--- src/rtl/mux_n1_stream.sv ---
// mux_n1_stream -- parametrised N:1 streaming multiplexer with a registered
// output stage and manual or round-robin channel selection.
//
// Parameters:
//   N      number of input channels (>= 2)
//   WIDTH  data width per channel (>= 1)
//   SELW   $clog2(N), width of sel / out_ch (derived)
//
// Ports:
//   clk, rst_n   rising-edge clock, asynchronous active-low reset
//   mode         0 = manual (sel), 1 = round-robin
//   sel          channel index used in manual mode
//   in_valid     per-channel valid
//   in_data      channel i at bits [i*WIDTH +: WIDTH]
//   in_ready     per-channel ready, at most one bit set (combinational)
//   out_valid    registered output valid
//   out_data     registered output data
//   out_ch       channel that produced out_data
//   out_ready    consumer ready
//
// Optional feature: define MUX_N1_LAST_LOCK_EN for packet locking. Adds
//   in_last  (N)  final beat of a packet, per channel
//   out_last (1)  registered alongside out_data
// While a packet is open the grant stays on its channel in both modes.
module mux_n1_stream #(
    parameter  int N     = 4,
    parameter  int WIDTH = 8,
    localparam int SELW  = $clog2(N)
) (
    input  logic               clk,
    input  logic               rst_n,
    input  logic               mode,
    input  logic [SELW-1:0]    sel,
    input  logic [N-1:0]       in_valid,
    input  logic [N*WIDTH-1:0] in_data,
    output logic [N-1:0]       in_ready,
`ifdef MUX_N1_LAST_LOCK_EN
    input  logic [N-1:0]       in_last,
    output logic               out_last,
`endif
    output logic               out_valid,
    output logic [WIDTH-1:0]   out_data,
    output logic [SELW-1:0]    out_ch,
    input  logic               out_ready
);

    logic [SELW-1:0]  rr_ptr;
    logic [SELW-1:0]  rr_nxt;
    logic             gnt_any;
    logic [SELW-1:0]  gnt_idx;
    logic [WIDTH-1:0] gnt_data;
    logic             can_load;
    logic             xfer;
    int               idx;

`ifdef MUX_N1_LAST_LOCK_EN
    logic             lock_q;
    logic [SELW-1:0]  lock_ch;
`endif

    // Output register is free when empty or being drained this cycle.
    assign can_load = !out_valid | out_ready;

    // Grant selection: lock (if enabled) overrides both modes.
    always_comb begin
        gnt_any = 1'b0;
        gnt_idx = '0;
        idx     = 0;
`ifdef MUX_N1_LAST_LOCK_EN
        if (lock_q) begin
            // A locked channel without valid stalls the mux.
            gnt_any = in_valid[lock_ch];
            gnt_idx = lock_ch;
        end else
`endif
        if (!mode) begin
            // Out-of-range sel (non-power-of-2 N) grants nothing.
            if (int'(sel) < N) begin
                if (in_valid[sel]) begin
                    gnt_any = 1'b1;
                    gnt_idx = sel;
                end
            end
        end else begin
            // First valid channel at or above rr_ptr, wrapping N-1 -> 0.
            for (int k = 0; k < N; k++) begin
                idx = int'(rr_ptr) + k;
                if (idx >= N) idx = idx - N;
                if (!gnt_any && in_valid[idx]) begin
                    gnt_any = 1'b1;
                    gnt_idx = SELW'(idx);
                end
            end
        end
    end

    assign gnt_data = in_data[int'(gnt_idx)*WIDTH +: WIDTH];
    assign xfer     = rst_n & can_load & gnt_any;
    assign rr_nxt   = (int'(gnt_idx) == N-1) ? '0 : gnt_idx + 1'b1;

    // Ready is gated by rst_n so nothing handshakes while reset is held.
    for (genvar i = 0; i < N; i++) begin : g_rdy
        assign in_ready[i] = rst_n & can_load & gnt_any & (int'(gnt_idx) == i);
    end

    always_ff @(posedge clk or negedge rst_n) begin
        if (!rst_n) begin
            out_valid <= 1'b0;
            out_data  <= '0;
            out_ch    <= '0;
            rr_ptr    <= '0;
`ifdef MUX_N1_LAST_LOCK_EN
            out_last  <= 1'b0;
            lock_q    <= 1'b0;
            lock_ch   <= '0;
`endif
        end else if (xfer) begin
            out_valid <= 1'b1;
            out_data  <= gnt_data;
            out_ch    <= gnt_idx;
`ifdef MUX_N1_LAST_LOCK_EN
            out_last  <= in_last[gnt_idx];
            lock_q    <= !in_last[gnt_idx];
            lock_ch   <= gnt_idx;
            // Round-robin only moves on once the whole packet has gone.
            if (mode && in_last[gnt_idx]) rr_ptr <= rr_nxt;
`else
            if (mode) rr_ptr <= rr_nxt;
`endif
        end else if (out_ready) begin
            out_valid <= 1'b0;
        end
    end

endmodule

--- config.mk ---
export PLATFORM = sky130hd
export DESIGN_NAME = mux_n1_stream
export DESIGN_NICKNAME = d
export VERILOG_FILES = /design/src/rtl/mux_n1_stream.sv
export SDC_FILE = /design/constraint.sdc
export NUM_CORES = 1
export LEC_CHECK = 0
export ABC_CLOCK_PERIOD_IN_PS = 2500
export BUFFER_PORTS_ARGS = -buffer_cell sky130_fd_sc_hd__clkbuf_2
export CAP_MARGIN = 20
export CORE_ASPECT_RATIO = 0.7
export CORE_MARGIN = 8
export CORE_UTILIZATION = 43
export CTS_BUF_LIST = sky130_fd_sc_hd__clkbuf_4 sky130_fd_sc_hd__clkbuf_8 sky130_fd_sc_hd__clkbuf_16
export CTS_CLUSTER_SIZE = 10
export DETAILED_ROUTE_END_ITERATION = 16
export PLACE_DENSITY = 0.86
export SLEW_MARGIN = 10
export SYNTH_ARGS = -nofsm -noshare
export SYNTH_HDL_FRONTEND = slang
export SYNTH_SLANG_ARGS = --single-unit
--- constraint.sdc ---
create_clock -name clk -period 2.5 [get_ports clk]
set_clock_uncertainty 0.15 [all_clocks]
set_input_delay 0.5 -clock clk [delete_from_list [all_inputs] [get_ports clk]]
set_output_delay 0.5 -clock clk [all_outputs]
set_load 0.01 [all_outputs]
==> results.md, run 1 <==
* Outcome: completed
* #FFs+latches synth at 13
* Reg2reg path depth at 7
* Pleak at 0.781 nW
* Final min period at 2.47 ns
* Compound-Gate Fraction of Synth Area at 23.7%
* Final hold violations at 0
* Worst-case clock buffer depth at 2
* Post-synthesis mux area share at 22.7%
* N_diodes at 0
* All-layer global routing usage at 13.3%
* CP max-delay cell: o41a_1
* Crit Path Category: in -> out
* Commonest non-fill, non-tap cell in the layout: clkbuf_2
* Ys Warns at 0
* Total chip power at 0.958 mW
* Layout cells sized above 1 at 57.2%
* Final ANT Viol Nets at 0
* Die Wd at 72.9 um
* Starting Density at 45.2%
* Setup TNS at 0 ns
* Total grt overflow at 0
* Post-Synth Simple-Gate Area at roughly 15%
* Routed wire per std cell at 14.9 um
* Initial detailed-routing violation count at 34
* Routability Congestion at 0.828
* First-pass GRT wire length at 4460 um
* Layer with the highest usage: met2
* Met3 Use GR at 6.29%
* Post-Synth XOR/XNOR Area at 0.899%
* Row Count at 14
* IO Count at 57
* Seq pwr share at 34.2%
* Logic pwr share at 50.6%
* Final setup margin at roughly 0.032 ns
* Pre-CTS WS at 0.0425 ns
* Actual slew at the worst max-slew pin at 0.384 ns
* Clk network pwr share at around 15%
* Crit path launch: in_valid[1]
* CTS tree: done
* Sw Ratio at between 30% and 40%
* Final Cycle Share at 98.7%
* Drt total wl at 2850 um
* Worst r2r src: rr_ptr[1]
* R2r setup slk at approximately 0.43 ns
* Synth top area share at 33.4%
* Largest net degree at the start of global routing at 16
* Vias per cell at 5.06
* Clk root buf: clkbuf_4
* Max-slew violation count at 0
* Final Cell Area at between 0.001 and 0.0015 mm^2
* Drc violations at 0
* GR Layer Usage met2 at 23.8%
* Max Fclk at 405 MHz
* Crit end category: output port
* Critical path startpoint category: input pin
* Power Dens Cells at slightly below 700 mW/mm^2
* Core area at 0.00215 mm^2
* H-tree levels at 1
* Area Growth Syn to Fin at 45.7%
* Die area at around 0.0041 mm^2
* Mapped Cells at 89
* Synth cell types at 28
* Most frequent cells in the layout: clkbuf_2, mux2i_1, nand2_1, buf_4, dfrtp_1
* Maximum fanout along the worst path at 7
* Worst-Skew Late Latency at 0.29 ns
* 1st-pass router iterations at 5
* CP peak stage delay at a little under 0.5 ns
* Final setup viols at 0
* Initial antenna violation count at 0
* Top cells by area, synth: dfrtp_1, mux2i_1, o221ai_2
* Main combinational cell family by area after synthesis: compound AO/OA/AOI/OAI gates
* Min-Delay Path Class: in -> async
* Placed instance area at 0.00133 mm^2
* Internal at around 0.59 mW
* Cts hold-fix bufs at 0
* R2R Path End: out_data[5]
* Max-Cap Viols at 0
* Die Ht at 55.8 um
* Post-synth top area cell: dfrtp_1
* Setup crit end: in_ready[3]
* Adder-cell share of the synthesized area at 0%
* Met1 Use GR at between 10 and 15%
* Nets at 202
* Psw at 0.366 mW
* Cell Chain, Critical Path: buf_6 -> o41a_1 -> o311a_4 -> nand2b_4 -> nor2_1 -> buf_2
* Worst path bufs/invs at 2
* Clock Sinks at 13
* CP Depth at 6
* Final core utilization at 65.9%
* Syn_nets at 131
* Placed wire-length estimate at ~2400 um
* Worst relative slew slack at around three quarters
* Number of global-route vias before repair at between 900 and 1,000
* CP arrival at 1.82 ns
* Mapped cell area at slightly below 0.001 mm^2
* TritonCTS Buffers at 3
* Sequential-to-total area share from yosys stat at 33.4%
* Syn_area_per_cell at 11.0 um^2
* IO buf count at 56
* WP data required at 1.85 ns
* Peak VDD IR at 0.420 mV
* Clk slew on worst S/H paths at 0.09 ns
* Routed vias at 967
* Family with the most delay on the worst path: compound AO/OA/AOI/OAI gates
[registers in the layout (all words and copies together), names as in the netlist]
signal	count
out_ch	2
out_data	8
out_valid	1
rr_ptr	2
[power groups by stage]
stage / clock network (mW) / logic [mW] / registers, mW
floorplan: 0 / 0.266 / 0.353
global placement: 0 / 0.439 / 0.329
detailed placement: 0 / 0.456 / 0.332
CTS: 0.143 / 0.458 / 0.328
global route: 0.163 / 0.523 / 0.339
finish: 0.146 / 0.485 / 0.328
[worst register-to-register path: cells and delay by family (launching register included)]
kind | cells | cell delay, ns
AO/OA/AOI/OAI | 3 | 0.42
buffers and inverters | 2 | 0.35
flip-flops | 1 | 0.40
multiplexers | 1 | 0.24
AND/OR/NAND/NOR | 1 | 0.40
[worst min-delay path by stage]
| stage | start | endpoint | slack, ns | depth (start not counted) |
|---|---|---|---|---|
| after floorplan | rst_n | out_ch[0] | 0.05 | 0 |
| after global placement | out_ch[1] | out_ch[1] | 0.32 | 2 |
| after detailed placement | out_data[3] | out_data[3] | 0.33 | 2 |
| after CTS | rst_n | out_valid | 0.04 | 2 |
| after global routing | rst_n | out_valid | 0.03 | 2 |
| final | rst_n | out_data[5] | 0.03 | 2 |
[cells by family after synthesis]
kind of cell / Yosys count
AOI/OAI and AO/OA: 20
xor gates and xnor gates: 1
buffers and inverters: 6
DFF: 13
muxes: 22
and+or+nand+nor: 27
[through the flow]
step,hold WS [ns],cells
finish,0.0300,191
global route,0.0300,191
CTS,0.0438,187
detailed placement,0.326,183
global placement,0.318,183
floorplan,0.0544,89
[Yosys cell counts]
master and count:
buf_4 2, and2b_2 1, mux2i_1 21, nor3b_1 1
o311a_4 1, or3b_1 1, inv_1 2, a31oi_2 2
nand2b_2 1, a22oi_1 1, dfrtp_1 13, o31ai_1 1
a21o_1 1, a21oi_1 1, o221ai_2 8, o311ai_1 1
mux2_1 1, nor3b_2 1, nand2_4 1, buf_6 2
o21a_1 1, o41a_1 1, nand2b_1 2, nor2_1 4
o21ai_0 2, nor3_1 1, xnor2_1 1, nand2_1 14
[cell type report]
cell class	instances	area [um^2]
multi-input cells	70	626
flip-flops and latches	13	325
clock buffers	4	30.0
inverters	2	7.51
fillers	176	734
repair buffers	70	392
well taps	32	40.0
[routing by layer]
layer | part of all wire, % | up-vias
met3 | 9.3 | 2
met2 | 49 | 30
met4 | 0.28 | 0
li1 | - | 480
met1 | 41 | 455
met5 | 0 | -
[timing repair]
action / 4_1_cts / 5_1_grt
setup endpoints to repair: 0 / 4
gates resized for setup: 0 / 12
buffers inserted: 0 / 4
Note: power is estimated with default switching activity, not from simulation.
==> run 2: changes to the inputs <==
Settings changed: GPL_ROUTABILITY_DRIVEN set to 0, RECOVER_POWER set to 25.
==> results.md, run 2 (synthesis results as in run 1) <==
* Outcome: completed
* Power Dens Cells at 676 mW/mm^2 (+0.22%)
* IO Count at 57 (unchanged)
* Placed Cells at 183 (unchanged)
* Final Cycle Share at 98.8% (about the same)
* 1st-pass router iterations at 5 (unchanged)
* Placed wire-length estimate at 2360 um (unchanged)
* Final min period at 2.47 ns (+0.00209 ns)
* Die Wd at 72.9 um (unchanged)
* Reg area at 325 um^2 (unchanged)
* Number of global-route vias before repair at 987 (unchanged)
* Reg2reg path depth at 7 (unchanged)
* Total chip power at 0.957 mW (-0.13%)
* Most frequent cells in the layout: clkbuf_2, mux2i_1, nand2_1, dfrtp_1, buf_4
* Core area at 0.00215 mm^2 (unchanged)
* Multi-input combinational cell area at 626 um^2 (unchanged)
* Largest regs: out_data x8, out_ch x2, rr_ptr x2
* Layout cells sized above 1 at 56.0% (-1.3 points)
* Max-slew violation count at 0 (unchanged)
* Initial detailed-routing violation count at 34 (unchanged)
* N_diodes at 0 (unchanged)
* Largest net degree at the start of global routing at 16 (unchanged)
* Crit end category: output port
* Reg with most FFs: out_data
* Critical path startpoint category: input pin
* Final hold violations at 0 (unchanged)
* All-layer global routing usage at 13.3% (unchanged)
* Routed vias at 972 (+0.52%)
* Area Growth Syn to Fin at 45.2%
* Routed wire per std cell at 14.9 um (-0.11%)
* Fillers at 179 (+1.7%)
* Actual slew at the worst max-slew pin at 0.792 ns (+0.407 ns)
* Final ANT Viol Nets at 0 (unchanged)
* Worst-case clock buffer depth at 2 (unchanged)
* H-tree levels at 1 (unchanged)
* Clock Sinks at 13 (unchanged)
* Max Fclk at 405 MHz (about the same)
* Worst-Skew Late Latency at 0.29 ns (about the same)
* Peak VDD IR at 0.420 mV (about the same)
* Layout Cells excl Fill at 191 (unchanged)
* Final setup margin at 0.0296 ns (-0.00209 ns)
* Total grt overflow at 0 (unchanged)
* Pre-CTS WS at 0.0425 ns (unchanged)
* TritonCTS Buffers at 3 (unchanged)
* CP arrival at 1.82 ns (about the same)
* Min-Delay Path Class: in -> async
* Worst relative slew slack at 47.2% (-27 points)
* Die area at 0.00407 mm^2 (unchanged)
* Max reg flops at 8 (unchanged)
* Max-Cap Viols at 0 (unchanged)
* Clk root buf: clkbuf_4
* Cts hold-fix bufs at 0 (unchanged)
* CTS tree: done
* IO buf count at 56 (unchanged)
* Nets at 202 (unchanged)
* First-pass GRT wire length at 4460 um (unchanged)
* Clk slew on worst S/H paths at 0.08 ns (about the same)
* Drc violations at 0 (unchanged)
* Row Count at 14 (unchanged)
* Crit Path Category: in -> out
* Die Ht at 55.8 um (unchanged)
* Starting Density at 45.2% (unchanged)
* Final setup viols at 0 (unchanged)
* Initial antenna violation count at 0 (unchanged)
* Maximum fanout along the worst path at 7 (unchanged)
* WP data required at 1.85 ns (about the same)
* Drt total wl at 2850 um (-0.11%)
* Vias per cell at 5.09 (+0.52%)
* Commonest non-fill, non-tap cell in the layout: clkbuf_2
* Pleak at 0.775 nW (-0.84%)
run 2: final cells by class:
cell class	instances	share of cell area, %
clock buffer	4	2.12
tap	32	2.83
timing repair buffer	70	27.3
sequential	13	23.0
inverter	2	0.531
multi-input combinational	70	44.2
run 2: report_power, final:
part,switching [mW],internal (mW),leakage (nW)
clock,0.0728,0.0729,0.0184
combinational,0.246,0.238,0.597
sequential,0.0468,0.281,0.160
total,0.366,0.592,0.775
run 2: path summary, 6_finish.rpt:
| kind | end | slack, ns | from |
|---|---|---|---|
| worst min-delay path | out_data[5] | 0.29 | rst_n |
| min in group clk | out_ch[1] | 0.34 | out_ch[1] |
| worst max-delay path | in_ready[3] | 0.03 | in_valid[1] |
| max in group asynchronous | out_data[0] | 1.41 | rst_n |
| worst min register to register | out_ch[1] | 0.34 | out_ch[1] |
| worst max register to register | out_data[5] | 0.43 | rr_ptr[1] |
run 2: timing repair:
item | in CTS | in global routing
resized for setup | 0 | 12
buffers inserted | 0 | 4
setup endpoints to repair | 0 | 4
run 2: worst max-delay path, stage by stage:
cell,delay (ns)
buf_6,0.11
o41a_1,0.49
o311a_4,0.44
nand2b_4,0.09
nor2_1,0.04
buf_2,0.14
run 2: metrics by stage:
stage               hold slack (ns)  util [%]  cell area [um^2]  setup TNS [ns]
floorplan                    0.0544         -               975               0
global placement              0.318      61.8              1330               0
detailed placement            0.326      61.8              1330               0
CTS                          0.0438      63.2              1360               0
global route                  0.335      65.7              1420         -0.0271
finish                        0.286      65.7              1420               0
run 2: per-layer routing:
metal / GRT usage [%] / routed length, um / vias up
li1: - / - / 480
met1: 14.4 / 1170 / 460
met2: 23.8 / 1400 / 30
met3: 6.29 / 264 / 2
met4: 0.852 / 8 / 0
met5: 0 / 0 / -
==> run 3: changes to the inputs <==
==> constraint.sdc (replaced) <==
create_clock -name clk -period 2.5 [get_ports clk]
set_clock_uncertainty 0.15 [all_clocks]
set_input_delay 0.125 -clock clk [delete_from_list [all_inputs] [get_ports clk]]
set_output_delay 0.125 -clock clk [all_outputs]
set_load 0.01 [all_outputs]
==> results.md, run 3 (synthesis results as in run 1) <==
* Commonest non-fill, non-tap cell in the layout: clkbuf_2
* Layout cells sized above 1 at 52.0% (-3.9 points)
* TritonCTS Buffers at 3 (unchanged)
* Outcome: completed
* Largest regs: out_data x8, out_ch x2, rr_ptr x2
* Core area at 0.00215 mm^2 (unchanged)
* Final Cycle Share at 90.6% (-8.3 points)
* Clk root buf: clkbuf_4
* Final hold violations at 0 (unchanged)
* Actual slew at the worst max-slew pin at 0.398 ns (-0.393 ns)
* Layer with the highest usage: met2
* Die Ht at 55.8 um (unchanged)
* Placed wire-length estimate at 2220 um (-5.9%)
* Clock Sinks at 13 (unchanged)
* Max Fclk at 442 MHz (+9.1%)
* Final min period at 2.26 ns (-0.207 ns)
* Psw at 0.348 mW (-4.8%)
* Reg with most FFs: out_data
* Routed wire per std cell at 15.2 um (+1.9%)
* Initial antenna violation count at 0 (unchanged)
* Initial detailed-routing violation count at 39 (+15%)
* Worst-Skew Late Latency at 0.28 ns (about the same)
* Crit Path Category: reg -> out
* Max reg flops at 8 (unchanged)
* Peak VDD IR at 0.252 mV (-40%)
* RSZ-0062 raised after global routing: false
* All-layer global routing usage at 13.6% (+0.30 points)
* Seq pwr share at 36.6% (+2.4 points)
* Sw Ratio at 38.5% (+0.30 points)
* Layout Cells excl Fill at 180 (-5.8%)
* Final core utilization at 60.9% (-4.8 points)
* IO Count at 57 (unchanged)
* Pre-CTS WS at 0.450 ns (+0.408 ns)
* Logic pwr share at 47.4% (-3.1 points)
* Met3 Use GR at 8.09% (+1.8 points)
* Starting Density at 45.2% (unchanged)
* Power Dens Cells at 689 mW/mm^2 (+1.9%)
* Die Wd at 72.9 um (unchanged)
* Routed vias at 921 (-5.2%)
* Worst-case clock buffer depth at 2 (unchanged)
* Most frequent cells in the layout: clkbuf_2, mux2i_1, nand2_1, dfrtp_1, o221ai_2
* Clk slew on worst S/H paths at 0.09 ns (about the same)
* 1st-pass router iterations at 4 (-1)
* Final setup margin at 0.236 ns (+0.207 ns)
* Worst relative slew slack at 73.4% (+26 points)
* Largest net degree at the start of global routing at 22 (+6)
* Fillers at 193 (+7.8%)
* Internal at 0.556 mW (-6.0%)
* Final setup viols at 0 (unchanged)
* Drc violations at 0 (unchanged)
* Setup TNS at 0 ns (unchanged)
* Max-Cap Viols at 0 (unchanged)
* GR Layer Usage met2 at 23.3% (-0.51 points)
* Placed instance area at 0.00127 mm^2 (-4.5%)
* H-tree levels at 1 (unchanged)
* CP arrival at 1.99 ns (+0.17 ns)
* IO buf count at 56 (unchanged)
* Maximum fanout along the worst path at 11 (+4)
* Postcts setup bufs at 0 (unchanged)
* Number of global-route vias before repair at 962 (-2.5%)
* Nets at 191 (-5.4%)
* Clk network pwr share at 16.0% (+0.8 points)
* Multi-input combinational cell area at 604 um^2 (-3.4%)
* Max-slew violation count at 0 (unchanged)
* Reg area at 325 um^2 (unchanged)
* Drt total wl at 2730 um (-3.9%)
* Area Growth Syn to Fin at 34.7%
* Final ANT Viol Nets at 0 (unchanged)
* Met1 Use GR at 14.0% (-0.40 points)
* Vias per cell at 5.12 (+0.54%)
* Final Cell Area at 0.00131 mm^2 (-7.3%)
* Critical path startpoint category: register
* Pleak at 0.720 nW (-7.1%)
* Crit end category: output port
* N_diodes at 0 (unchanged)
* Total grt overflow at 0 (unchanged)
* Placed Cells at 175 (-4.4%)
* Row Count at 14 (unchanged)
* WP data required at 2.23 ns (+0.38 ns)
* Die area at 0.00407 mm^2 (unchanged)
* CTS tree: done
* First-pass GRT wire length at 4430 um (-0.78%)
* Min-Delay Path Class: in -> reg
run 3: cell types whose count changed in the layout (fill, tap and decap cells not counted), moves of 2 or more:
cell      previous run  this run
clkbuf_1             2         0
buf_2                3         0
buf_4               13         2
clkbuf_2            51        56
run 3: timing repair:
item | CTS | global route
endpoints found under the hold margin | 13 | 0
hold buffers | 1 | 0
gates resized for setup | 0 | 0
run 3: final timing paths:
kind | startpoint | endpoint | slack, ns | cells past startpoint
min in group asynchronous | rst_n | out_data[5] | 0.13 | 2
min reg2reg | out_ch[1] | out_ch[1] | 0.34 | 2
max reg2reg | rr_ptr[1] | out_data[3] | 0.46 | 6
max in group asynchronous | rst_n | out_data[1] | 1.77 | 2
min | in_data[26] | out_data[2] | 0.007 | 3
max | rr_ptr[0] | in_ready[3] | 0.24 | 6
run 3: cell type report:
type | count | share of cell area (%)
clock buffer | 4 | 2.29
inverter | 2 | 0.572
multi-input combinational | 70 | 46.0
sequential | 13 | 24.8
tap | 32 | 3.05
timing repair buffer | 59 | 23.3
run 3: per-stage QoR:
| stage | power [mW] | hold slack, ns |
|---|---|---|
| after CTS | 0.914 | 0.00890 |
| after global placement | 0.745 | -0.0966 |
| after detailed placement | 0.763 | -0.0867 |
| after global routing | 0.971 | 0.0223 |
| after floorplan | 0.619 | -0.321 |
| final | 0.904 | 0.00744 |
run 3: layer usage:
layer | part of all wire (%) | vias to the layer above
met1 | 38 | 422
met4 | 0.62 | 0
met5 | 0 | -
met3 | 13 | 5
met2 | 48 | 37
li1 | - | 457
run 3: power groups by stage:
stage	combinational (mW)	sequential, mW	clock, mW
floorplan	0.266	0.353	0
global placement	0.416	0.329	0
detailed placement	0.431	0.332	0
CTS	0.434	0.330	0.151
global route	0.472	0.340	0.159
finish	0.428	0.331	0.145
run 3: worst max-delay path, stage by stage (launching register included):
cell      delay, ns
dfrtp_1        0.40
and2b_2        0.24
a22oi_1        0.21
a31oi_2        0.19
nand2b_2       0.38
nor2_1         0.14
clkbuf_2       0.14
